==> config.mk <==
export PLATFORM = sky130hd
export DESIGN_NAME = fb_mem_arbiter_flat
export DESIGN_NICKNAME = d
export VERILOG_FILES = /design/src/rtl/fb_mem_arbiter_if.sv /design/src/rtl/fb_mem_arbiter.sv /design/src/flat_wrapper.sv
export SDC_FILE = /design/constraint.sdc
export NUM_CORES = 1
export LEC_CHECK = 0
export CAP_MARGIN = 20
export CORE_MARGIN = 4
export CORE_UTILIZATION = 38
export DETAILED_ROUTE_END_ITERATION = 7
export GPL_ROUTABILITY_DRIVEN = 0
export HOLD_SLACK_MARGIN = 0.15
export MAX_ROUTING_LAYER = met4
export PLACE_DENSITY = 0.73
export SLEW_MARGIN = 10
export SYNTH_ARGS = -nofsm -noshare
export SYNTH_HDL_FRONTEND = slang
export SYNTH_SLANG_ARGS = --single-unit
==> constraint.sdc <==
create_clock -name vga_clk -period 2.5 [get_ports vga_clk]
set_clock_uncertainty 0.05 [all_clocks]
set_input_delay 0.625 -clock vga_clk [delete_from_list [all_inputs] [get_ports vga_clk]]
set_output_delay 0.625 -clock vga_clk [all_outputs]
set_load 0.02 [all_outputs]
==> src/rtl/fb_mem_arbiter_if.sv <==
// Bus bundle between the framebuffer arbiter, its two requesters and the
// memory controller command port. The arbiter takes the slave side.
interface fb_mem_arbiter_if #(
  parameter int ADDR_BITS = 19,
  parameter int DATA_BITS = 24
);
  // Renderer timing
  logic                 fb_hblank;
  logic                 fb_vblank;
  // Scanout fetcher (reads)
  logic                 disp_req;
  logic [ADDR_BITS-1:0] disp_addr;
  logic                 disp_urgent;
  logic                 disp_gnt;
  // Host writer
  logic                 host_req;
  logic [ADDR_BITS-1:0] host_addr;
  logic [DATA_BITS-1:0] host_wdata;
  logic                 host_gnt;
  // Memory controller command
  logic                 mem_valid;
  logic                 mem_we;
  logic [ADDR_BITS-1:0] mem_addr;
  logic [DATA_BITS-1:0] mem_wdata;
  logic                 mem_ready;
  // Debug
  logic [1:0]           arb_state;
  logic                 host_starved;

  modport slave (
    input  fb_hblank, fb_vblank,
    input  disp_req, disp_addr, disp_urgent,
    output disp_gnt,
    input  host_req, host_addr, host_wdata,
    output host_gnt,
    output mem_valid, mem_we, mem_addr, mem_wdata,
    input  mem_ready,
    output arb_state, host_starved
  );

  modport master (
    output fb_hblank, fb_vblank,
    output disp_req, disp_addr, disp_urgent,
    input  disp_gnt,
    output host_req, host_addr, host_wdata,
    input  host_gnt,
    input  mem_valid, mem_we, mem_addr, mem_wdata,
    output mem_ready,
    input  arb_state, host_starved
  );
endinterface

==> src/rtl/fb_mem_arbiter.sv <==
// Framebuffer memory arbiter: one single-port memory shared between the
// scanout fetcher (reads) and the host writer (writes). Display owns the
// memory during active video and late vblank; the host owns it during the
// first lines of vblank. A wait counter forces an occasional host grant when
// display priority would otherwise starve it, unless the fetcher is urgent.
module fb_mem_arbiter #(
  parameter int ADDR_BITS         = 19,
  parameter int DATA_BITS         = 24,
  parameter int HOST_MAX_WAIT     = 16,
  parameter int VBLANK_HOST_LINES = 20
) (
  input  logic          vga_clk,
  input  logic          reset,
  fb_mem_arbiter_if.slave bus
);

  localparam int WAIT_W = $clog2(HOST_MAX_WAIT + 2);
  localparam int LINE_W = $clog2(VBLANK_HOST_LINES + 2);
  localparam logic [WAIT_W-1:0] WAIT_MAX   = WAIT_W'(HOST_MAX_WAIT);
  localparam logic [LINE_W-1:0] LINE_LIMIT = LINE_W'(VBLANK_HOST_LINES);

  typedef enum logic [1:0] {
    ST_ACTIVE   = 2'd0,
    ST_VBLANK   = 2'd1,
    ST_PREFETCH = 2'd2
  } arb_state_e;

  arb_state_e           state_q, state_d;
  logic [LINE_W-1:0]    line_cnt_q, line_cnt_d;
  logic [WAIT_W-1:0]    host_wait_q, host_wait_d;
  logic                 host_starved_q, host_starved_d;
  logic                 vblank_q, vblank_d;
  logic                 hblank_q, hblank_d;
  logic                 mem_valid_q, mem_valid_d;
  logic                 mem_we_q, mem_we_d;
  logic [ADDR_BITS-1:0] mem_addr_q, mem_addr_d;
  logic [DATA_BITS-1:0] mem_wdata_q, mem_wdata_d;

  logic slot_free;
  logic host_wins;
  logic disp_gnt;
  logic host_gnt;
  logic vblank_rise;
  logic vblank_fall;
  logic hblank_rise;

  // Pick the winner for this cycle and raise at most one grant.
  always_comb begin
    // NOTE: every always_comb output gets a value on every path, starting
    // with a default, so no latch is inferred.
    slot_free = !mem_valid_q || bus.mem_ready;
    host_wins = bus.host_req;
    if (bus.disp_req && bus.host_req) begin
      if (state_q == ST_VBLANK) begin
        host_wins = !bus.disp_urgent;
      end else begin
        host_wins = (host_wait_q == WAIT_MAX) && !bus.disp_urgent;
      end
    end
    host_gnt = !reset && slot_free && bus.host_req && host_wins;
    disp_gnt = !reset && slot_free && bus.disp_req && !host_wins;
  end

  // Load the command register on an accept, empty it when the slot frees up
  // with nothing accepted, otherwise hold it for the memory controller.
  always_comb begin
    mem_valid_d = mem_valid_q;
    mem_we_d    = mem_we_q;
    mem_addr_d  = mem_addr_q;
    mem_wdata_d = mem_wdata_q;
    if (host_gnt) begin
      mem_valid_d = 1'b1;
      mem_we_d    = 1'b1;
      mem_addr_d  = bus.host_addr;
      mem_wdata_d = bus.host_wdata;
    end else if (disp_gnt) begin
      mem_valid_d = 1'b1;
      mem_we_d    = 1'b0;
      mem_addr_d  = bus.disp_addr;
    end else if (slot_free) begin
      mem_valid_d = 1'b0;
    end
  end

  // Count how long a requesting host has been refused; a grant (forced or
  // not) or a dropped request restarts the count.
  always_comb begin
    host_wait_d = host_wait_q;
    if (!bus.host_req || host_gnt) begin
      host_wait_d = '0;
    end else if (host_wait_q != WAIT_MAX) begin
      host_wait_d = host_wait_q + WAIT_W'(1);
    end
    host_starved_d = (host_wait_d == WAIT_MAX);
  end

  // Priority phase tracking from blanking edges against the registered copies.
  always_comb begin
    vblank_d    = bus.fb_vblank;
    hblank_d    = bus.fb_hblank;
    vblank_rise = bus.fb_vblank && !vblank_q;
    vblank_fall = !bus.fb_vblank && vblank_q;
    hblank_rise = bus.fb_hblank && !hblank_q;
    state_d     = state_q;
    line_cnt_d  = line_cnt_q;
    unique case (state_q)
      ST_ACTIVE: begin
        if (vblank_rise) begin
          state_d    = ST_VBLANK;
          line_cnt_d = '0;
        end
      end
      ST_VBLANK: begin
        if (vblank_fall) begin
          state_d = ST_ACTIVE;
        end else if (line_cnt_q >= LINE_LIMIT) begin
          state_d = ST_PREFETCH;
        end else if (hblank_rise && (line_cnt_q != '1)) begin
          line_cnt_d = line_cnt_q + LINE_W'(1);
        end
      end
      ST_PREFETCH: begin
        if (vblank_fall) begin
          state_d = ST_ACTIVE;
        end
      end
      default: begin
        state_d = ST_ACTIVE;
      end
    endcase
  end

  // State register; reset drops any pending command and returns to ACTIVE.
  always_ff @(posedge vga_clk or posedge reset) begin
    // NOTE: the command data registers are reset too so a reset leaves the
    // memory port at a defined all-zero value, not just an invalid one.
    if (reset) begin
      state_q        <= ST_ACTIVE;
      line_cnt_q     <= '0;
      host_wait_q    <= '0;
      host_starved_q <= 1'b0;
      vblank_q       <= 1'b0;
      hblank_q       <= 1'b0;
      mem_valid_q    <= 1'b0;
      mem_we_q       <= 1'b0;
      mem_addr_q     <= '0;
      mem_wdata_q    <= '0;
    end else begin
      // NOTE: non-blocking assignments so every flop samples pre-edge values.
      state_q        <= state_d;
      line_cnt_q     <= line_cnt_d;
      host_wait_q    <= host_wait_d;
      host_starved_q <= host_starved_d;
      vblank_q       <= vblank_d;
      hblank_q       <= hblank_d;
      mem_valid_q    <= mem_valid_d;
      mem_we_q       <= mem_we_d;
      mem_addr_q     <= mem_addr_d;
      mem_wdata_q    <= mem_wdata_d;
    end
  end

  assign bus.disp_gnt     = disp_gnt;
  assign bus.host_gnt     = host_gnt;
  assign bus.mem_valid    = mem_valid_q;
  assign bus.mem_we       = mem_we_q;
  assign bus.mem_addr     = mem_addr_q;
  assign bus.mem_wdata    = mem_wdata_q;
  assign bus.arb_state    = state_q;
  assign bus.host_starved = host_starved_q;

endmodule

==> src/flat_wrapper.sv <==
// flat-port wrapper written by rule: the top's interface ports become plain ports
module fb_mem_arbiter_flat 
#(
  parameter int ADDR_BITS         = 19,
  parameter int DATA_BITS         = 24,
  parameter int HOST_MAX_WAIT     = 16,
  parameter int VBLANK_HOST_LINES = 20
)
  (vga_clk, reset, bus_fb_hblank, bus_fb_vblank, bus_disp_req, bus_disp_addr, bus_disp_urgent, bus_disp_gnt, bus_host_req, bus_host_addr, bus_host_wdata, bus_host_gnt, bus_mem_valid, bus_mem_we, bus_mem_addr, bus_mem_wdata, bus_mem_ready, bus_arb_state, bus_host_starved);
  fb_mem_arbiter_if #(.ADDR_BITS(ADDR_BITS), .DATA_BITS(DATA_BITS)) bus_i ();
  input  logic vga_clk;
  input  logic reset;
  input wire logic [$bits(bus_i.fb_hblank)-1:0] bus_fb_hblank;
  input wire logic [$bits(bus_i.fb_vblank)-1:0] bus_fb_vblank;
  input wire logic [$bits(bus_i.disp_req)-1:0] bus_disp_req;
  input wire logic [$bits(bus_i.disp_addr)-1:0] bus_disp_addr;
  input wire logic [$bits(bus_i.disp_urgent)-1:0] bus_disp_urgent;
  output wire logic [$bits(bus_i.disp_gnt)-1:0] bus_disp_gnt;
  input wire logic [$bits(bus_i.host_req)-1:0] bus_host_req;
  input wire logic [$bits(bus_i.host_addr)-1:0] bus_host_addr;
  input wire logic [$bits(bus_i.host_wdata)-1:0] bus_host_wdata;
  output wire logic [$bits(bus_i.host_gnt)-1:0] bus_host_gnt;
  output wire logic [$bits(bus_i.mem_valid)-1:0] bus_mem_valid;
  output wire logic [$bits(bus_i.mem_we)-1:0] bus_mem_we;
  output wire logic [$bits(bus_i.mem_addr)-1:0] bus_mem_addr;
  output wire logic [$bits(bus_i.mem_wdata)-1:0] bus_mem_wdata;
  input wire logic [$bits(bus_i.mem_ready)-1:0] bus_mem_ready;
  output wire logic [$bits(bus_i.arb_state)-1:0] bus_arb_state;
  output wire logic [$bits(bus_i.host_starved)-1:0] bus_host_starved;
  assign bus_i.fb_hblank = bus_fb_hblank;
  assign bus_i.fb_vblank = bus_fb_vblank;
  assign bus_i.disp_req = bus_disp_req;
  assign bus_i.disp_addr = bus_disp_addr;
  assign bus_i.disp_urgent = bus_disp_urgent;
  assign bus_disp_gnt = bus_i.disp_gnt;
  assign bus_i.host_req = bus_host_req;
  assign bus_i.host_addr = bus_host_addr;
  assign bus_i.host_wdata = bus_host_wdata;
  assign bus_host_gnt = bus_i.host_gnt;
  assign bus_mem_valid = bus_i.mem_valid;
  assign bus_mem_we = bus_i.mem_we;
  assign bus_mem_addr = bus_i.mem_addr;
  assign bus_mem_wdata = bus_i.mem_wdata;
  assign bus_i.mem_ready = bus_mem_ready;
  assign bus_arb_state = bus_i.arb_state;
  assign bus_host_starved = bus_i.host_starved;
  fb_mem_arbiter #(.ADDR_BITS(ADDR_BITS), .DATA_BITS(DATA_BITS), .HOST_MAX_WAIT(HOST_MAX_WAIT), .VBLANK_HOST_LINES(VBLANK_HOST_LINES)) u_core (.vga_clk(vga_clk), .reset(reset), .bus(bus_i));
endmodule
* Word level (Yosys, flattened, before mapping)
Index checks and enable logic that the tools add are counted.
** Storage, ports and cells
- Input port bits :: 70
- Output and inout bits :: 50
- Memories :: 0
- Word-level logic and storage cells :: 73
- ROM bits :: 0
- RAM bits :: 0
- Latch bits :: 0
- Register bits :: 60
** Cells by class
- Shifts and indexed selects :: 0
- $lt $le $gt $ge :: 1
- Div/mod/pow operators :: 0
- $add $sub $neg :: 2
- Multiply operators :: 0
- Reduce and logical (&&, ||, !) cells :: 27
- Muxes and demuxes :: 21
- Bitwise gates (word level) :: 0
- Equal/unequal tests :: 12
** Operators by type and width (number)
- $mux W19 :: 2
- $mux W5 :: 6
- $logic_and A1 B1 Y1 :: 11
- $add A5 B1 Y5 const B :: 2
- $eq A5 B5 Y1 const B :: 2
- $ne A5 B5 Y1 const B :: 2
- $pmux W5 S2 :: 1
- $logic_not A1 Y1 :: 8
- $mux W2 :: 4
- $mux W1 :: 7
- $ne A2 B2 Y1 const B :: 3
- $pmux W2 S3 :: 1
- $ge A5 B5 Y1 const B :: 1
- $reduce_and A5 Y1 :: 1
- $ne A2 B1 Y1 const B :: 2
- $reduce_bool A2 Y1 :: 2
- $ne A3 B2 Y1 const B :: 1
- $reduce_and A3 Y1 :: 1
- $reduce_bool A3 Y1 :: 1
- $eq A2 B1 Y1 const B :: 1
- $eq A2 B2 Y1 const B :: 1
- $logic_not A2 Y1 :: 1
- $logic_or A1 B1 Y1 :: 2

* Longest topological paths before layout
Gate-level depths: netlist of the first run.
- Depth in word-level cells :: 8
- Depth in mapped cells :: 8

* Worst setup path before layout of the first run
No wires, ideal clock.
- Path type :: register to output
- Start point :: reg u_core.host_wait_q[0]
- End point :: out bus_host_gnt
- Buffers on the path :: 2
- Arrival :: 1788 ps
- Setup slack :: 37 ps
- Stages on the path, launching flop included :: 8
- Required time :: 1825 ps
- Path through :: dfrtp_1 -> inv_1 -> ha_1 -> nand4bb_4 -> a21o_1 -> a2111oi_4 -> buf_6 -> buf_2
** Between the ends
- Longest elaborated chain between the ends :: 5
** RTL lines
- from (decl) :: line fb_mem_arbiter.sv:30 : logic [WAIT_W-1:0] host_wait_q, host_wait_d;
- from (signal assigned) :: line fb_mem_arbiter.sv:152 : host_wait_q <= host_wait_d;
- $eq A5 B5 Y1 :: line fb_mem_arbiter.sv:57 : host_wins = (host_wait_q == WAIT_MAX) && !bus.disp_urgent;
- $logic_and A1 B1 Y1 :: line fb_mem_arbiter.sv:57
- $mux W1 :: line fb_mem_arbiter.sv:54 : if (state_q == ST_VBLANK) begin
- $mux W1 :: line fb_mem_arbiter.sv:53 : if (bus.disp_req && bus.host_req) begin
- $logic_and A1 B1 Y1 :: line fb_mem_arbiter.sv:60 : host_gnt = !reset && slot_free && bus.host_req && host_wins;
- to (decl) :: line flat_wrapper.sv:22 : output wire logic [$bits(bus_i.host_gnt)-1:0] bus_host_gnt;
No other way between the ends.

* Worst setup path after layout of the first run
- Start point :: reg u_core.host_wait_q[1]
- End point :: out bus_host_gnt
Same word-level chain as after synthesis.

==> impl_metrics.sql, run 1 <==
INSERT INTO impl_metrics (metric_group, metric, value, unit) VALUES
('synthesis', 'netlist.top_cell.by_area', 'sky130_fd_sc_hd__dfrtp_1', ''),
('setup_path', 'timing.critical_path.required', '1.82', 'ns'),
('synthesis', 'post-synth-top-area-fraction', '54.2', '%'),
('synthesis', 'netlist_area', '2770', 'µm²'),
('grt', 'routing_layer_with_the_top_usage_in_global_route', 'met2', ''),
('sta', 'final_min_period_over_clock_period', '98.7', '%'),
('routing', 'routed_wirelength', '6780', 'µm'),
('layout', 'most-common-layout-cells', '117 x sky130_fd_sc_hd__clkdlybuf4s50_1, 60 x sky130_fd_sc_hd__dfrtp_1, 31 x sky130_fd_sc_hd__mux2_2', ''),
('layout', 'register_area', '1500', 'µm²'),
('layout', 'num-nets-final', '445', ''),
('sta', 'timing_hold_violations_final', '0', ''),
('setup_path', 'critical_path_arrival', '1.79', 'ns'),
('sta', 'worst_slew_pin_slew', '0.678', 'ns'),
('synthesis', 'synth_fp_nets', '296', ''),
('synthesis', 'yosys_most_used_dff', 'sky130_fd_sc_hd__dfrtp_1', ''),
('clock_network', 'cts_buffers', '9', ''),
('grt', 'grt.met2_usage', '27.6', '%'),
('sta', 'maxSlewViolCount', '0', ''),
('pwr', 'share_comb_of_total_power', '37.5', '%'),
('pwr', 'pd_cells', '758', 'nW/µm²'),
('floorplanning', 'floorplan.rows', '30', ''),
('setup_path', 'path_max_fanout', '2', ''),
('routing', 'route.vias.total', '2193', ''),
('grt', 'grt_start_max_net_pins', '61', ''),
('synthesis', 'synthDistinctLibCells', '38', ''),
('setup_path', 'critPathKind', 'reg2out', ''),
('floorplanning', 'die-height', '93.4', 'µm'),
('run_status', 'status', 'complete, no violations', ''),
('layout', 'multi_input_comb_area', '1120', 'µm²'),
('layout', 'num_antenna_cells', '0', ''),
('pwr', 'p_sw_share', '30.8', '%'),
('floorplanning', 'design.core.area', '6940', 'µm²'),
('place', 'estimated_wirelength_of_the_detail_placed_design', '4930', 'µm'),
('clock_network', 'clock_tree_from_tritoncts', 'yes', ''),
('flow_run', 'cap_viol_max_count', '0', ''),
('setup_path', 'crit_path_end_kind', 'output port', ''),
('clock_network', 'root_buffer', 'sky130_fd_sc_hd__clkbuf_8', ''),
('routing', 'drt-vias-per-instance', '4.66', ''),
('clock_network', 'cts_hold_buffers', '0', ''),
('synthesis', 'synthesis.instances', '221', ''),
('sta', 'report.final.setup_viol', '0', ''),
('floorplanning', 'design.portCount', '120', ''),
('grt', 'global_route.usage.met3', '3.70', '%'),
('clock_network', 'clk_pin_slew_worst_paths', '0.07', 'ns'),
('pwr', 'power.leakage', '1.96', 'nW'),
('routing', 'drt_drc_violations_left', '0', ''),
('floorplanning', 'fp.dieArea', '8720', 'µm²'),
('sta', 'rsz0062_at_grt', 'true', ''),
('grt', 'grt_antenna_before_repair', '0', ''),
('clock_network', 'cts_max_path_buffers', '2', ''),
('pwr', 'sequentialPowerShare', '38.8', '%'),
('pwr', 'power.clock.fraction', '23.8', '%'),
('grt', 'grt_pass1_vias', '2394', ''),
('routing', 'routedWlPerCell', '14.4', 'µm'),
('layout', 'drive_gt1_share', '21.6', '%'),
('routing', 'detailedRoute.firstIterationViolations', '52', ''),
('grt', 'first_pass_grt_wire_length', '11200', 'µm'),
('routing', 'final_antenna_net_count', '0', ''),
('sta', 'tns', '0', 'ns'),
('floorplanning', 'initial_utilization', '39.9', '%'),
('setup_path', 'critPathLaunch', 'u_core.host_wait_q[1]', ''),
('place', 'place.port_buffers', '119', ''),
('worst_hold_path', 'hold_start', 'u_core.bus.mem_wdata[17]', ''),
('synthesis', 'synth-seq-cells', '60', ''),
('synthesis', 'yosysWarningCount', '0', ''),
('sta', 'achievable-frequency', '405', 'MHz'),
('synthesis', 'async_reset_ff_share', '100', '%'),
('grt', 'groute.layer.met1.usage', '20.3', '%'),
('clock_network', 'cts.sinks', '60', ''),
('sta', 'final.min_clock_period', '2.47', 'ns'),
('layout', 'layout-area-overhead-vs-synth', '60.2', '%');
what timing repair did:
item / CTS / global route
buffers inserted: 1 / 3
gates resized for setup: 15 / 2
gates cloned: 0 / 0
pin swaps: 3 / 2
endpoints found under the setup margin: 30 / 35
area by class of cell:
type	count	share of cell area, %
clock inverters	1	0.113
clock buffers	15	3.97
inverters	30	2.54
well taps	96	2.71
flip-flops and latches	60	33.8
repair buffers	146	31.6
multi-input cells	123	25.3
critical path, stage by stage (launching register included):
cell,delay (ns)
sky130_fd_sc_hd__dfrtp_1,0.39
sky130_fd_sc_hd__inv_2,0.07
sky130_fd_sc_hd__ha_4,0.14
sky130_fd_sc_hd__nand4bb_4,0.12
sky130_fd_sc_hd__a21o_1,0.23
sky130_fd_sc_hd__a2111oi_4,0.31
sky130_fd_sc_hd__buf_4,0.20
per-stage QoR:
stage / hold slack (ns) / instance area (µm²) / cells / power [mW] / setup WS [ns]
after detailed placement: 0.424 / 4210 / 451 / 2.58 / -0.462
after global routing: 0.443 / 4440 / 471 / 3.57 / -0.0626
after global placement: 0.418 / 4210 / 451 / 2.56 / -0.433
after floorplan: 0.440 / 2770 / 221 / 1.93 / 0.0374
after CTS: 0.439 / 4420 / 468 / 3.42 / 0.0153
final: 0.434 / 4440 / 471 / 3.37 / 0.0329
synth_stat cells, types with 3 or more instances:
master                      n
sky130_fd_sc_hd__dfrtp_1   60
sky130_fd_sc_hd__mux2_2    31
sky130_fd_sc_hd__inv_1     30
sky130_fd_sc_hd__mux2_1    17
sky130_fd_sc_hd__nor2_1    10
sky130_fd_sc_hd__a222oi_1   7
sky130_fd_sc_hd__nand2_1    6
sky130_fd_sc_hd__ha_1       5
sky130_fd_sc_hd__nand3_1    5
sky130_fd_sc_hd__nor2b_1    4
sky130_fd_sc_hd__a21oi_1    3
sky130_fd_sc_hd__buf_2      3
sky130_fd_sc_hd__buf_6      3
sky130_fd_sc_hd__nor3b_1    3
sky130_fd_sc_hd__o21ai_0    3
path summary, 6_finish.rpt:
check / depth (start not counted) / slack, ns / end
min in group asynchronous: 5 / 0.93 / u_core.bus.mem_addr[16]
setup / recovery: 6 / 0.03 / bus_host_gnt
setup reg to reg: 7 / 0.08 / u_core.bus.mem_wdata[6]
hold / removal: 1 / 0.43 / u_core.bus.mem_wdata[17]
max in group asynchronous: 5 / 1.22 / u_core.bus.mem_wdata[10]
hold reg to reg: 1 / 0.43 / u_core.bus.mem_wdata[17]
per-layer routing:
layer | wire [µm] | part of all wire [%]
met3 | 355 | 5.2
met5 | 0 | 0
met2 | 3420 | 50
met4 | 131 | 1.9
met1 | 2880 | 42
sequential cells by signal, indices dropped and copies added, names as in the netlist:
register / cells
u_core.bus.mem_wdata: 24
u_core.bus.mem_addr: 19
u_core.host_wait_q: 5
u_core.line_cnt_q: 5
u_core.bus.arb_state: 2
u_core.bus.host_starved: 1
u_core.bus.mem_valid: 1
u_core.bus.mem_we: 1
u_core.hblank_q: 1
u_core.vblank_q: 1
power by group through the flow:
stage               Combinational [mW]  Sequential (mW)  Clock (mW)
floorplan                        0.349             1.58           0
global placement                  1.25             1.31           0
detailed placement                1.26             1.32           0
CTS                               1.28             1.31       0.834
global route                      1.35             1.34       0.883
finish                            1.26             1.31       0.800
kinds of logic (layout without fill, tap and decap cells):
family,count (synthesis),count (layout),synth area share [%]
AOI/OAI and AO/OA,27,27,8.13
xor gates and xnor gates,4,4,1.26
adders and majority gates,5,5,2.26
buffers and inverters,38,192,6.23
DFF,60,60,54.2
muxes,50,50,20.2
and+or+nand+nor,37,37,7.72
No activity file was read; power rests on OpenSTA's default activity.
==> inputs of run 2 (changes only) <==
Settings changed: CORE_MARGIN 4 to 2.
==> impl_metrics.sql, run 2 (same netlist as run 1, synthesis figures left out) <==
INSERT INTO impl_metrics (metric_group, metric, value, unit) VALUES
('run_status', 'status', 'complete, no violations', ''),
('pwr', 'power.clock.fraction', '24.3', '%'),
('layout', 'multi_input_comb_area', '1120', 'µm²'),
('routing', 'met3WireLength', '391', 'µm'),
('sta', 'max_slew_margin', '60.6', '%'),
('pwr', 'sequentialPowerShare', '38.7', '%'),
('sta', 'report.final.setup_viol', '0', ''),
('sta', 'maxSlewViolCount', '0', ''),
('pwr', 'power.leakage', '1.93', 'nW'),
('sta', 'achievable-frequency', '406', 'MHz'),
('routing', 'routedWlPerCell', '13.5', 'µm'),
('setup_path', 'critPathKind', 'reg2out', ''),
('layout', 'num_antenna_cells', '0', ''),
('routing', 'detailedRoute.firstIterationViolations', '53', ''),
('routing', 'met2WireLength', '3060', 'µm'),
('layout', 'post-route-util', '61.2', '%'),
('clock_network', 'cts.htree.levels', '3', ''),
('setup_path', 'timing.critical_path.required', '1.82', 'ns'),
('flow_run', 'cap_viol_max_count', '0', ''),
('layout', 'num-nets-final', '440', ''),
('floorplanning', 'design.portCount', '120', ''),
('pwr', 'p_int', '2.34', 'mW'),
('setup_path', 'crit_path_end_kind', 'output port', ''),
('routing', 'drt_drc_violations_left', '0', ''),
('routing', 'route.vias.total', '2169', ''),
('floorplanning', 'dieWidth', '89.4', 'µm'),
('layout', 'drive_gt1_share', '20.8', '%'),
('floorplanning', 'die-height', '89.4', 'µm'),
('routing', 'drt-vias-per-instance', '4.62', ''),
('setup_path', 'crit_chain', 'inv_2, ha_4, nand4bb_4, a21o_1, a2111oi_4, buf_4', ''),
('floorplanning', 'floorplan.rows', '31', ''),
('setup_path', 'cp_slowest_cell', 'sky130_fd_sc_hd__dfrtp_1', ''),
('sta', 'final.min_clock_period', '2.46', 'ns'),
('setup_path', 'worstPathBufferInverterCount', '2', ''),
('sta', 'rsz0062_at_grt', 'true', ''),
('setup_path', 'cp-start-kind', 'register', ''),
('place', 'dp_slack', '-0.459', 'ns'),
('routing', 'routed_wirelength', '6320', 'µm'),
('pwr', 'share_comb_of_total_power', '37.0', '%'),
('pwr', 'power.net_switching', '1.04', 'mW'),
('pwr', 'ir_worst_vdd', '0.472', 'mV'),
('setup_path', 'timing.critical_path.slowest_cell_delay', '0.39', 'ns'),
('sta', 'layout_setup_ws', '0.0393', 'ns'),
('routing', 'maxUsedRoutingLayer', 'met4', ''),
('clock_network', 'cts_buffers', '9', ''),
('clock_network', 'cts_hold_buffers', '0', ''),
('floorplanning', 'fp.dieArea', '7990', 'µm²'),
('layout', 'most-common-layout-cells', '117 x sky130_fd_sc_hd__clkdlybuf4s50_1, 60 x sky130_fd_sc_hd__dfrtp_1, 31 x sky130_fd_sc_hd__mux2_2', ''),
('setup_path', 'critical_path_arrival', '1.79', 'ns'),
('sta', 'timing_hold_violations_final', '0', ''),
('layout', 'max_reg_flops', '24', ''),
('clock_network', 'cts_max_path_buffers', '2', ''),
('grt', 'first_pass_grt_wire_length', '10100', 'µm'),
('grt', 'grt_start_max_net_pins', '47', ''),
('floorplanning', 'initial_utilization', '38.6', '%'),
('setup_path', 'path_max_fanout', '2', ''),
('layout', 'register_area', '1500', 'µm²'),
('clock_network', 'root_buffer', 'sky130_fd_sc_hd__clkbuf_8', ''),
('layout', 'filler_cell_count', '588', ''),
('setup_path', 'crit_path_max_delay_family', 'compound AO/OA/AOI/OAI gates', ''),
('grt', 'grt_antenna_before_repair', '0', ''),
('layout', 'final_common_cell', 'sky130_fd_sc_hd__clkdlybuf4s50_1', ''),
('place', 'estimated_wirelength_of_the_detail_placed_design', '4710', 'µm'),
('pwr', 'pd_cells', '769', 'nW/µm²'),
('clock_network', 'clock_tree_from_tritoncts', 'yes', ''),
('clock_network', 'clk_pin_slew_worst_paths', '0.06', 'ns'),
('routing', 'firstDrtPassIters', '4', ''),
('sta', 'final_min_period_over_clock_period', '98.4', '%'),
('floorplanning', 'design.core.area', '7180', 'µm²'),
('pwr', 'p_sw_share', '30.8', '%'),
('routing', 'final_antenna_net_count', '0', ''),
('clock_network', 'clock_latency', '0.32', 'ns'),
('routing', 'met1_length', '2730', 'µm'),
('sta', 'worst_slew_pin_slew', '0.591', 'ns'),
('grt', 'grt_pass1_vias', '2242', ''),
('place', 'place.port_buffers', '119', ''),
('clock_network', 'cts.sinks', '60', ''),
('grt', 'globalRouteOverflowTotal', '0', ''),
('worst_hold_path', 'min-delay-path-class', 'reg2reg', ''),
('grt', 'grt_util_all_layers', '17.4', '%'),
('layout', 'layout-area-overhead-vs-synth', '58.6', '%');
-- run 2: cell types whose count changed in the layout (fill, tap and decap cells not counted), sizes merged --
cell	previous run	this run
buf	29	24
bufinv	0	1
clkbuf	15	11
clkinv	1	3
clkinvlp	0	1
-- run 2: final timing paths --
| path | from | endpoint | slack, ns | depth (start not counted) |
|---|---|---|---|---|
| max | u_core.host_wait_q[0] | bus_host_gnt | 0.04 | 6 |
| min | u_core.bus.mem_wdata[18] | u_core.bus.mem_wdata[18] | 0.44 | 1 |
| max reg2reg | u_core.host_wait_q[0] | u_core.bus.mem_wdata[6] | 0.10 | 7 |
| min reg2reg | u_core.bus.mem_wdata[18] | u_core.bus.mem_wdata[18] | 0.44 | 1 |
| max in group asynchronous | reset | u_core.bus.mem_addr[16] | 1.15 | 4 |
| min in group asynchronous | reset | u_core.line_cnt_q[3] | 0.88 | 4 |
-- run 2: layout make-up --
| cell class | instances | share of cell area [%] |
|---|---|---|
| inverter | 30 | 2.56 |
| timing repair buffer | 141 | 30.8 |
| clock buffer | 11 | 2.99 |
| clock inverter | 5 | 1.20 |
| tap | 99 | 2.82 |
| sequential | 60 | 34.2 |
| multi-input combinational | 123 | 25.4 |
-- run 2: metal layers --
| metal | GRT usage [%] | vias to the layer above |
|---|---|---|
| met4 | 7.19 | 0 |
| met2 | 26.7 | 70 |
| li1 | - | 1052 |
| met3 | 6.19 | 13 |
| met1 | 20.8 | 1034 |
| met5 | - | - |
-- run 2: worst register-to-register path, stage by stage (launching register included) --
cell and delay [ns]:
sky130_fd_sc_hd__dfrtp_1 0.39, sky130_fd_sc_hd__inv_2 0.08, sky130_fd_sc_hd__ha_4 0.13, sky130_fd_sc_hd__nand4bb_4 0.12
sky130_fd_sc_hd__a21o_1 0.23, sky130_fd_sc_hd__a2111oi_4 0.32, sky130_fd_sc_hd__buf_4 0.54, sky130_fd_sc_hd__mux2_2 0.44
-- run 2: power groups by stage --
| stage | Combinational [mW] | Clock (mW) | Sequential [mW] |
|---|---|---|---|
| 2_1_floorplan | 0.349 | 0 | 1.58 |
| 3_3_place_gp | 1.24 | 0 | 1.31 |
| 3_5_place_dp | 1.26 | 0 | 1.32 |
| 4_1_cts | 1.26 | 0.854 | 1.31 |
| 5_1_grt | 1.34 | 0.898 | 1.34 |
| 6_report | 1.25 | 0.820 | 1.31 |
-- run 2: metrics by stage --
stage / instance area, µm² / hold WS [ns] / total power, mW / instances / TNS (ns)
6_report: 4390 / 0.439 / 3.38 / 469 / 0
2_1_floorplan: 2770 / 0.440 / 1.93 / 221 / 0
3_5_place_dp: 4190 / 0.428 / 2.58 / 452 / -11.58
5_1_grt: 4390 / 0.469 / 3.57 / 469 / -0.429
4_1_cts: 4380 / 0.445 / 3.43 / 468 / 0
3_3_place_gp: 4190 / 0.419 / 2.55 / 452 / -11.09
-- run 2: what timing repair did --
| action | in CTS | in global routing |
|---|---|---|
| endpoints found under the setup margin | 22 | 31 |
| setup buffers | 0 | 1 |
| pin swaps | 3 | 0 |
| gates resized for setup | 14 | 2 |
